$ cat src/rtl/bf16_div_seq.sv
// Sequential bfloat16 divider: radix-2 restoring division, one quotient bit per cycle,
// with round-to-nearest-even and a valid/ready handshake on both sides.
package ibex_pkg;
    typedef enum logic [3:0] {
        Zero, Neg_Zero, Subnormal, Neg_Subnormal, Normal, Neg_Normal, Inf, Neg_Inf, NaN
    } Classif_e;
endpackage

module bf16_div_seq (
    input  logic               clk_i,
    input  logic               rst_i,
    input  logic               valid_i,
    output logic               ready_o,
    input  logic [15:0]        rs1_i,
    input  logic [15:0]        rs2_i,
    input  ibex_pkg::Classif_e Classif_op_a,
    input  ibex_pkg::Classif_e Classif_op_b,
    output logic               valid_o,
    input  logic               ready_i,
    output logic [15:0]        rd_o
);
    import ibex_pkg::*;

    typedef enum logic [1:0] {IDLE, DIV, DONE} state_e;

    state_e             state;
    logic               sign;
    logic signed [9:0]  exp_q;
    logic [8:0]         rem_q;
    logic [8:0]         div_q;
    logic [9:0]         quo_q;
    logic [3:0]         cnt;

    assign ready_o = (state == IDLE) && !rst_i;

    // Special-case detection works on the live operands during the accept cycle.
    logic        sign_in;
    logic        nan_any, inf_a, inf_b, zero_a, zero_b;
    logic        special_hit;
    logic [15:0] special_val;

    assign sign_in = rs1_i[15] ^ rs2_i[15];
    assign nan_any = (Classif_op_a == NaN) || (Classif_op_b == NaN);
    assign inf_a   = (Classif_op_a == Inf) || (Classif_op_a == Neg_Inf);
    assign inf_b   = (Classif_op_b == Inf) || (Classif_op_b == Neg_Inf);
    assign zero_a  = (rs1_i[14:0] == 15'h0000);
    assign zero_b  = (rs2_i[14:0] == 15'h0000);

    // NOTE: every always_comb output gets a default first so no latch is inferred.
    always_comb begin
        special_hit = 1'b1;
        special_val = 16'h7FC0;
        if (nan_any || (inf_a && inf_b) || (zero_a && zero_b))
            special_val = 16'h7FC0;
        else if (inf_a || zero_b)
            special_val = {sign_in, 15'h7F80};
        else if (inf_b || zero_a)
            special_val = {sign_in, 15'h0000};
        else
            special_hit = 1'b0;
    end

    // One restoring step: the remainder stays below 2*D, so 9 bits suffice.
    logic       ge;
    logic [8:0] diff;
    logic [8:0] rem_nx;
    logic [9:0] quo_nx;

    assign ge     = (rem_q >= div_q);
    assign diff   = ge ? (rem_q - div_q) : rem_q;
    assign rem_nx = {diff[7:0], 1'b0};
    assign quo_nx = {quo_q[8:0], ge};

    // Normalise, round to nearest even, then range-check the final quotient.
    logic signed [9:0] e_adj;
    logic [6:0]        mant;
    logic              rnd;
    logic              sticky;
    logic [7:0]        mant_inc;
    logic [15:0]       result;

    always_comb begin
        e_adj = exp_q;
        if (quo_nx[9]) begin
            mant   = quo_nx[8:2];
            rnd    = quo_nx[1];
            sticky = quo_nx[0] | (rem_nx != 9'd0);
        end else begin
            mant   = quo_nx[7:1];
            rnd    = quo_nx[0];
            sticky = (rem_nx != 9'd0);
            e_adj  = exp_q - 10'sd1;
        end
        mant_inc = {1'b0, mant} + {7'd0, rnd & (sticky | mant[0])};
        if (mant_inc[7])
            e_adj = e_adj + 10'sd1;
        if (e_adj >= 10'sd255)
            result = {sign, 15'h7F80};
        else if (e_adj <= 10'sd0)
            result = {sign, 15'h0000};
        else
            result = {sign, e_adj[7:0], mant_inc[6:0]};
    end

    // NOTE: sequential state uses non-blocking assignments so all registers update together.
    always_ff @(posedge clk_i) begin
        if (rst_i) begin
            state   <= IDLE;
            valid_o <= 1'b0;
            rd_o    <= 16'h0000;
            cnt     <= 4'd0;
        end else begin
            case (state)
                IDLE: begin
                    if (valid_i && ready_o) begin
                        sign  <= sign_in;
                        exp_q <= $signed({2'b00, rs1_i[14:7]}) - $signed({2'b00, rs2_i[14:7]}) + 10'sd127;
                        if (special_hit) begin
                            rd_o  <= special_val;
                            state <= DONE;
                        end else begin
                            rem_q <= {2'b01, rs1_i[6:0]};
                            div_q <= {2'b01, rs2_i[6:0]};
                            quo_q <= 10'd0;
                            cnt   <= 4'd0;
                            state <= DIV;
                        end
                    end
                end
                DIV: begin
                    rem_q <= rem_nx;
                    quo_q <= quo_nx;
                    cnt   <= cnt + 4'd1;
                    if (cnt == 4'd9) begin
                        rd_o  <= result;
                        state <= DONE;
                    end
                end
                DONE: begin
                    // The result is only consumed once valid_o is actually visible.
                    if (valid_o && ready_i) begin
                        valid_o <= 1'b0;
                        state   <= IDLE;
                    end else begin
                        valid_o <= 1'b1;
                    end
                end
                default: state <= IDLE;
            endcase
        end
    end
endmodule

$ cat config.mk
export PLATFORM = sky130hd
export DESIGN_NAME = bf16_div_seq
export DESIGN_NICKNAME = d
export VERILOG_FILES = /design/src/rtl/bf16_div_seq.sv
export SDC_FILE = /design/constraint.sdc
export NUM_CORES = 1
export LEC_CHECK = 0
export BUFFER_PORTS_ARGS = -buffer_cell sky130_fd_sc_hd__buf_4
export CORE_ASPECT_RATIO = 1.2
export CORE_MARGIN = 2
export CORE_UTILIZATION = 58
export CTS_CLUSTER_SIZE = 8
export DETAILED_ROUTE_END_ITERATION = 12
export PLACE_DENSITY_LB_ADDON = 0.08
export SKIP_LAST_GASP = 1
export SLEW_MARGIN = 10
export SYNTH_ARGS = -nofsm -noshare
export SYNTH_HDL_FRONTEND = slang
export SYNTH_SLANG_ARGS = --single-unit
$ cat constraint.sdc
create_clock -name clk_i -period 5 [get_ports clk_i]
set_input_delay 1 -clock clk_i [delete_from_list [all_inputs] [get_ports clk_i]]
set_output_delay 1 -clock clk_i [all_outputs]
set_load 0.01 [all_outputs]
Word-level counts from Yosys, hierarchy flattened
Index checks and enable logic that the tools add are counted.
{ "word_totals": {"regBits": 59, "latchBits": 0, "mem_bits_rw": 0, "mem_bits_ro": 0, "in_bits": 44, "output_inout_bits": 18, "wordCells": 96, "n_memories": 0} }
{ "op_classes": {"add_sub_neg": 7, "n_mul": 0, "div": 0, "order_cmp": 3, "n_eq_ne": 14, "shifts": 0, "muxes": 33, "n_bitwise": 6, "n_reduce_logical": 24} }
{ "op_table": {"columns": ["operator", "count"], "rows": [
  ["2-to-1 mux 16 bit", 6],
  ["2-to-1 mux 9 bit", 4],
  ["one-hot mux 9 bit (2 select lines)", 2],
  ["one-hot mux 16 bit (2 select lines)", 1],
  ["zero test 15 bit", 2],
  ["2-to-1 mux 15 bit", 2],
  ["2-to-1 mux 10 bit", 2],
  ["== test 4 x 3 -> 1 bit (second input constant)", 4],
  ["== test 4 bit (second input constant)", 3],
  ["AND reduction 4 bit", 3],
  ["adder 10 x 2 -> 10 bit (second input constant)", 1],
  ["adder 9 x 8 -> 10 bit (second input constant)", 1],
  ["greater-or-equal comparator 10 x 9 -> 1 bit (second input constant)", 1],
  ["less-or-equal comparator 10 x 1 -> 1 bit (second input constant)", 1],
  ["subtractor 10 x 2 -> 10 bit (second input constant)", 1],
  ["greater-or-equal comparator 9 x 8 -> 1 bit", 1],
  ["AND reduction 3 bit", 3],
  ["nonzero test 9 bit", 1],
  ["subtractor 8 x 8 -> 9 bit", 1],
  ["adder 7 x 1 -> 8 bit", 1],
  ["2-to-1 mux 2 bit", 4],
  ["2-to-1 mux 4 bit", 2],
  ["2-to-1 mux 8 bit", 1],
  ["inequality test 2 bit (second input constant)", 4],
  ["18 further kinds", 35]
]} }

Depth between registers and ports, before layout
{ "depth": {"ltp_word": 14, "depth_mapped": 14, "ltp_nobuf": 13} }

Worst setup path after synthesis
Ideal clock, no wire load.
{ "synth_path": {"path_kind": "input port to flip-flop", "startpoint": "input port rst_i", "endpoint": "register quo_q[0] (enable)", "setup_ns": 0.393, "arrival_time_ns": 3.636, "required_time_ns": 4.607, "setup_slack_ns": 0.971, "path_stages": 5, "path_buffers": 0, "path_cell_list": "nor3_1 nand2_1 nor4_1 o21ai_0 nor2_1"} }
{ "synth_via": {"elab_chain_len": 5} }
{ "synth_rtl": {"columns": ["element", "line_no", "source"], "rows": [
  ["start, declared", "11", "input logic rst_i,"],
  ["zero test 1 bit", "34", "assign ready_o = (state == IDLE) && !rst_i;"],
  ["logical AND 1 bit", "34", null],
  ["logical AND 1 bit", "115", "if (valid_i && ready_o) begin"],
  ["inequality test 2 x 1 -> 1 bit (no line)", null, null],
  ["AND reduction 4 bit (no line) (*)", null, null],
  ["end signal, assigned", "132", "quo_q <= quo_nx;"],
  ["end, declared", "31", "logic [9:0] quo_q;"]
]} }
Mark *: on every way between the ends. The rest lies on a longest branch, timed or not.
A chain may end at the register's enable or synchronous reset.

Final worst setup path
{ "layout_path": {"startpoint": "register exp_q[0]", "endpoint": "register rd_o[6]"} }
{ "layout_via": {"elab_chain_len": 9} }
{ "layout_rtl": {"columns": ["element", "line_no", "source"], "rows": [
  ["start, declared", "28", "logic signed [9:0] exp_q;"],
  ["start signal, assigned", "117", "exp_q <= $signed({2'b00, rs1_i[14:7]}) - $signed({2'b00, rs2_i[14:7]}) + 10'sd127;"],
  ["subtractor 10 x 2 -> 10 bit", "92", "e_adj = exp_q - 10'sd1;"],
  ["2-to-1 mux 10 bit (*)", "84", "if (quo_nx[9]) begin"],
  ["adder 10 x 2 -> 10 bit", "96", "e_adj = e_adj + 10'sd1;"],
  ["2-to-1 mux 10 bit (*)", "95", "if (mant_inc[7])"],
  ["less-or-equal comparator 10 x 1 -> 1 bit", "99", "else if (e_adj <= 10'sd0)"],
  ["2-to-1 mux 15 bit", "99", null],
  ["2-to-1 mux 15 bit (*)", "97", "if (e_adj >= 10'sd255)"],
  ["2-to-1 mux 16 bit (*)", "134", "if (cnt == 4'd9) begin"],
  ["one-hot mux 16 bit (2 select lines) (*)", "113", "case (state)"],
  ["end signal, assigned", "119", "rd_o <= special_val;"],
  ["end signal, assigned", "135", "rd_o <= result;"],
  ["end, declared", "20", "output logic [15:0] rd_o"]
]} }
Mark *: on every way between the ends. The rest lies on a longest branch, timed or not. The select of a mux whose other input is x is not followed.

==> summary.md <==
| Metric | Value |
|---|---|
| Routed Antenna Nets | `0` |
| Row cnt | `34` |
| Avg WL per Cell | `15.38 um` |
| Cell count after synthesis | `510` |
| Layout cell share with drive strength beyond 1 | `18.15%` |
| Most frequent cells in the layout | `buf_4 (65), nor2_1 (42), nand2_1 (41), inv_1 (40), o21ai_0 (38)` |
| Outcome | `complete, no violations` |
| CP delay by family, top | `simple AND/OR/NAND/NOR gates` |
| Drt pass-1 iters | `5` |
| Critical path cell sequence | `inv_1 -> ha_1 -> or4b_1 -> or4b_4 -> xor2_1 -> a2111oi_4 -> mux2i_1 -> nand3_2 -> o41ai_2` |
| Power after layout | `1.297 mW` |
| Clk_lat worst skew | `0.35 ns` |
| Hold Path Class | `reg -> reg` |
| Leak | `2.042 nW` |
| Die area | `8337 um2` |
| Worst setup margin | `1.268 ns` |
| Syn_nets | `577` |
| Setup TNS | `0 ns` |
| Data required, critical path | `5.24 ns` |
| Starting Density | `60.40%` |
| Mean area per synthesized cell | `8.665 um2` |
| Final wirelength | `10200 um` |
| Area post-placement | `4942 um2` |
| Routed vias | `4030` |
| Yosys reg bits | `59` |
| Num CTS Buffers | `9` |
| Slew Viols, Final | `0` |
| CTS Root Cell | `clkbuf_8` |
| Placed Instances | `647` |
| Post-synth EDFFs | `36` |
| Fin. Hold Viols | `0` |
| Commonest non-fill, non-tap cell in the layout | `buf_4` |
| Mapped cell area | `4419 um2` |
| Initial antenna violation count | `0` |
| Max Freq | `267.9 MHz` |
| # IOs | `62` |
| Min Clock Period, post-route | `3.732 ns` |
| Clock sinks | `59` |
| Top_reg_cell synth | `edfxtp_1` |
| Crit start category | `flip-flop` |
| Post-cts sizing count | `0` |
| Number of distinct library cells after synthesis | `70` |
| Non-filler cells, final | `663` |
| Worst VDD drop | `0.0001549 V` |
| Detail Placement HPWL | `7948 um` |
| RePlAce Congestion | `0.8891` |
| CP arrival | `3.98 ns` |
| Vias in the first global route | `3819` |
| # nets final | `635` |
| # H-tree levels | `3` |
| CP Capture Type | `flip-flop` |
| DRC errors left | `0` |
| Post-synth ARST share | `0%` |
| CP bufs+invs | `1` |
| Fin crit share | `74.64%` |
| Largest stage delay on the critical path | `0.61 ns` |
| Postcts setup bufs | `0` |
| Synth-to-layout area growth | `16.28%` |
| Max Fanout on Critical Path | `11` |
| Skew final | `0.01450 ns` |
| CTS clk-pin slew, worst paths | `0.07 ns` |
| Final Instance Area | `5139 um2` |
| DR iter-0 viols | `293` |
| # diodes | `0` |
| Pwr dens | `252.3 nW/um2` |
| GRT Util Overall | `24.75%` |
| Critical Path Slowest Stage Cell | `or4b_1` |
| Core Footprint | `7317 um2` |
| Final setup vio count | `0` |
| Unrepaired setup endpoints after global routing | `false` |
| Post-synthesis sequential area ratio | `34.88%` |
| Worst slew pin tran | `0.9039 ns` |
| CTS tree | `yes` |
| Chip height | `99.62 um` |
| Global-route wire length before repair | `16840 um` |
| Chip Width | `83.69 um` |
| Pre-CTS setup slack | `1.309 ns` |
| Port bufs | `61` |
| CP Class | `reg -> reg` |
| CTS Hold Bufs | `0` |
| Synth warn | `0` |
| Reported max-cap violation count | `0` |
| Rel. slew slack | `39.46%` |
| Total global routing overflow | `0` |
| Pin count of the biggest net entering global routing | `25` |
| Avg Vias per Cell | `6.078` |
| CTS max path bufs | `2` |
==> where the power goes <==
| part | internal [mW] | switching [mW] | total, mW |
|---|---|---|---|
| Clock | 0.213 | 0.205 | 0.418 |
| Sequential | 0.550 | 0.0278 | 0.578 |
| Combinational | 0.132 | 0.169 | 0.301 |
| Total | 0.895 | 0.402 | 1.30 |
==> kinds of logic after synthesis <==
| logic type | share of synthesized area, % |
|---|---|
| AOI/OAI and AO/OA | 21.77 |
| buffers and inverters | 5.153 |
| muxes | 2.123 |
| and+or+nand+nor | 21.89 |
| adders and majority gates | 6.852 |
| DFF | 34.88 |
| xor gates and xnor gates | 7.333 |
==> stage by stage <==
| step | hold WS, ns | utilization (%) |
|---|---|---|
| 6_report | 0.4701 | 70.23 |
| 5_1_grt | 0.4902 | 70.23 |
| 3_3_place_gp | 0.4457 | 67.54 |
| 2_1_floorplan | 0.4827 | - |
| 3_5_place_dp | 0.4515 | 67.54 |
| 4_1_cts | 0.4684 | 70.23 |
==> flip-flops by register name, indices dropped and copies added, names as in the netlist <==
| name | flops |
|---|---|
| cnt | 4 |
| div_q | 7 |
| exp_q | 10 |
| quo_q | 9 |
| rd_o | 16 |
| rem_q | 9 |
| sign | 1 |
| state | 2 |
| valid_o | 1 |
==> final cells by class <==
cell class	count	area, um2
Clock buffer	10	148.9
Clock inverter	6	47.55
Fill cell	593	2178
Inverter	40	150.1
Multi-Input combinational cell	393	2650
Sequential cell	59	1541
Tap cell	90	112.6
Timing Repair Buffer	65	488.0
==> synth_stat cells, types with 4 or more instances <==
cell,n,share of area [%]
nand2_1,41,3.5
nor3_1,17,1.9
edfxtp_1,36,24
nand4_1,5,0.71
inv_1,40,3.4
nor2_1,42,3.6
and2_1,8,1.1
ha_1,21,5.9
or4_1,4,0.68
o211ai_1,9,1.5
or3_1,7,0.99
clkbuf_1,13,1.1
xnor2_1,24,4.8
nor4_1,12,1.7
a211oi_1,5,0.85
mux2i_1,6,1.4
a21oi_1,25,2.8
o21ai_0,38,4.3
nand3_1,12,1.4
dfxtp_1,23,10
nor2b_1,8,1.1
nand2b_1,6,0.85
o21bai_1,5,0.85
o221a_2,6,1.5
xor2_1,13,2.6
and3_1,6,0.85
o21a_1,5,0.85
a31oi_1,7,0.99
a21o_1,4,0.68
==> metal layers <==
layer / wire (um) / GRT usage [%]
met2: 5082 / 46.28
met3: 691 / 5.145
met4: 114 / 5.831
met5: 0 / 0
met1: 4310 / 28.97
==> final timing paths <==
check                                          start  slack [ns]  cells after the start              endpoint
worst min register to register  rd_o[5]$_SDFFE_PP0P_        0.47                      2  rd_o[5]$_SDFFE_PP0P_
worst max register to register    exp_q[0]$_DFFE_PP_        1.27                      9  rd_o[6]$_SDFFE_PP0P_
worst max-delay path              exp_q[0]$_DFFE_PP_        1.27                      9  rd_o[6]$_SDFFE_PP0P_
worst min-delay path            rd_o[5]$_SDFFE_PP0P_        0.47                      2  rd_o[5]$_SDFFE_PP0P_
==> worst min-delay path: stages (launching register included) <==
cell and delay (ns):
dfxtp_1 0.33, nand2_1 0.05, o21ai_0 0.06
No activity file was read; power rests on OpenSTA's default activity.
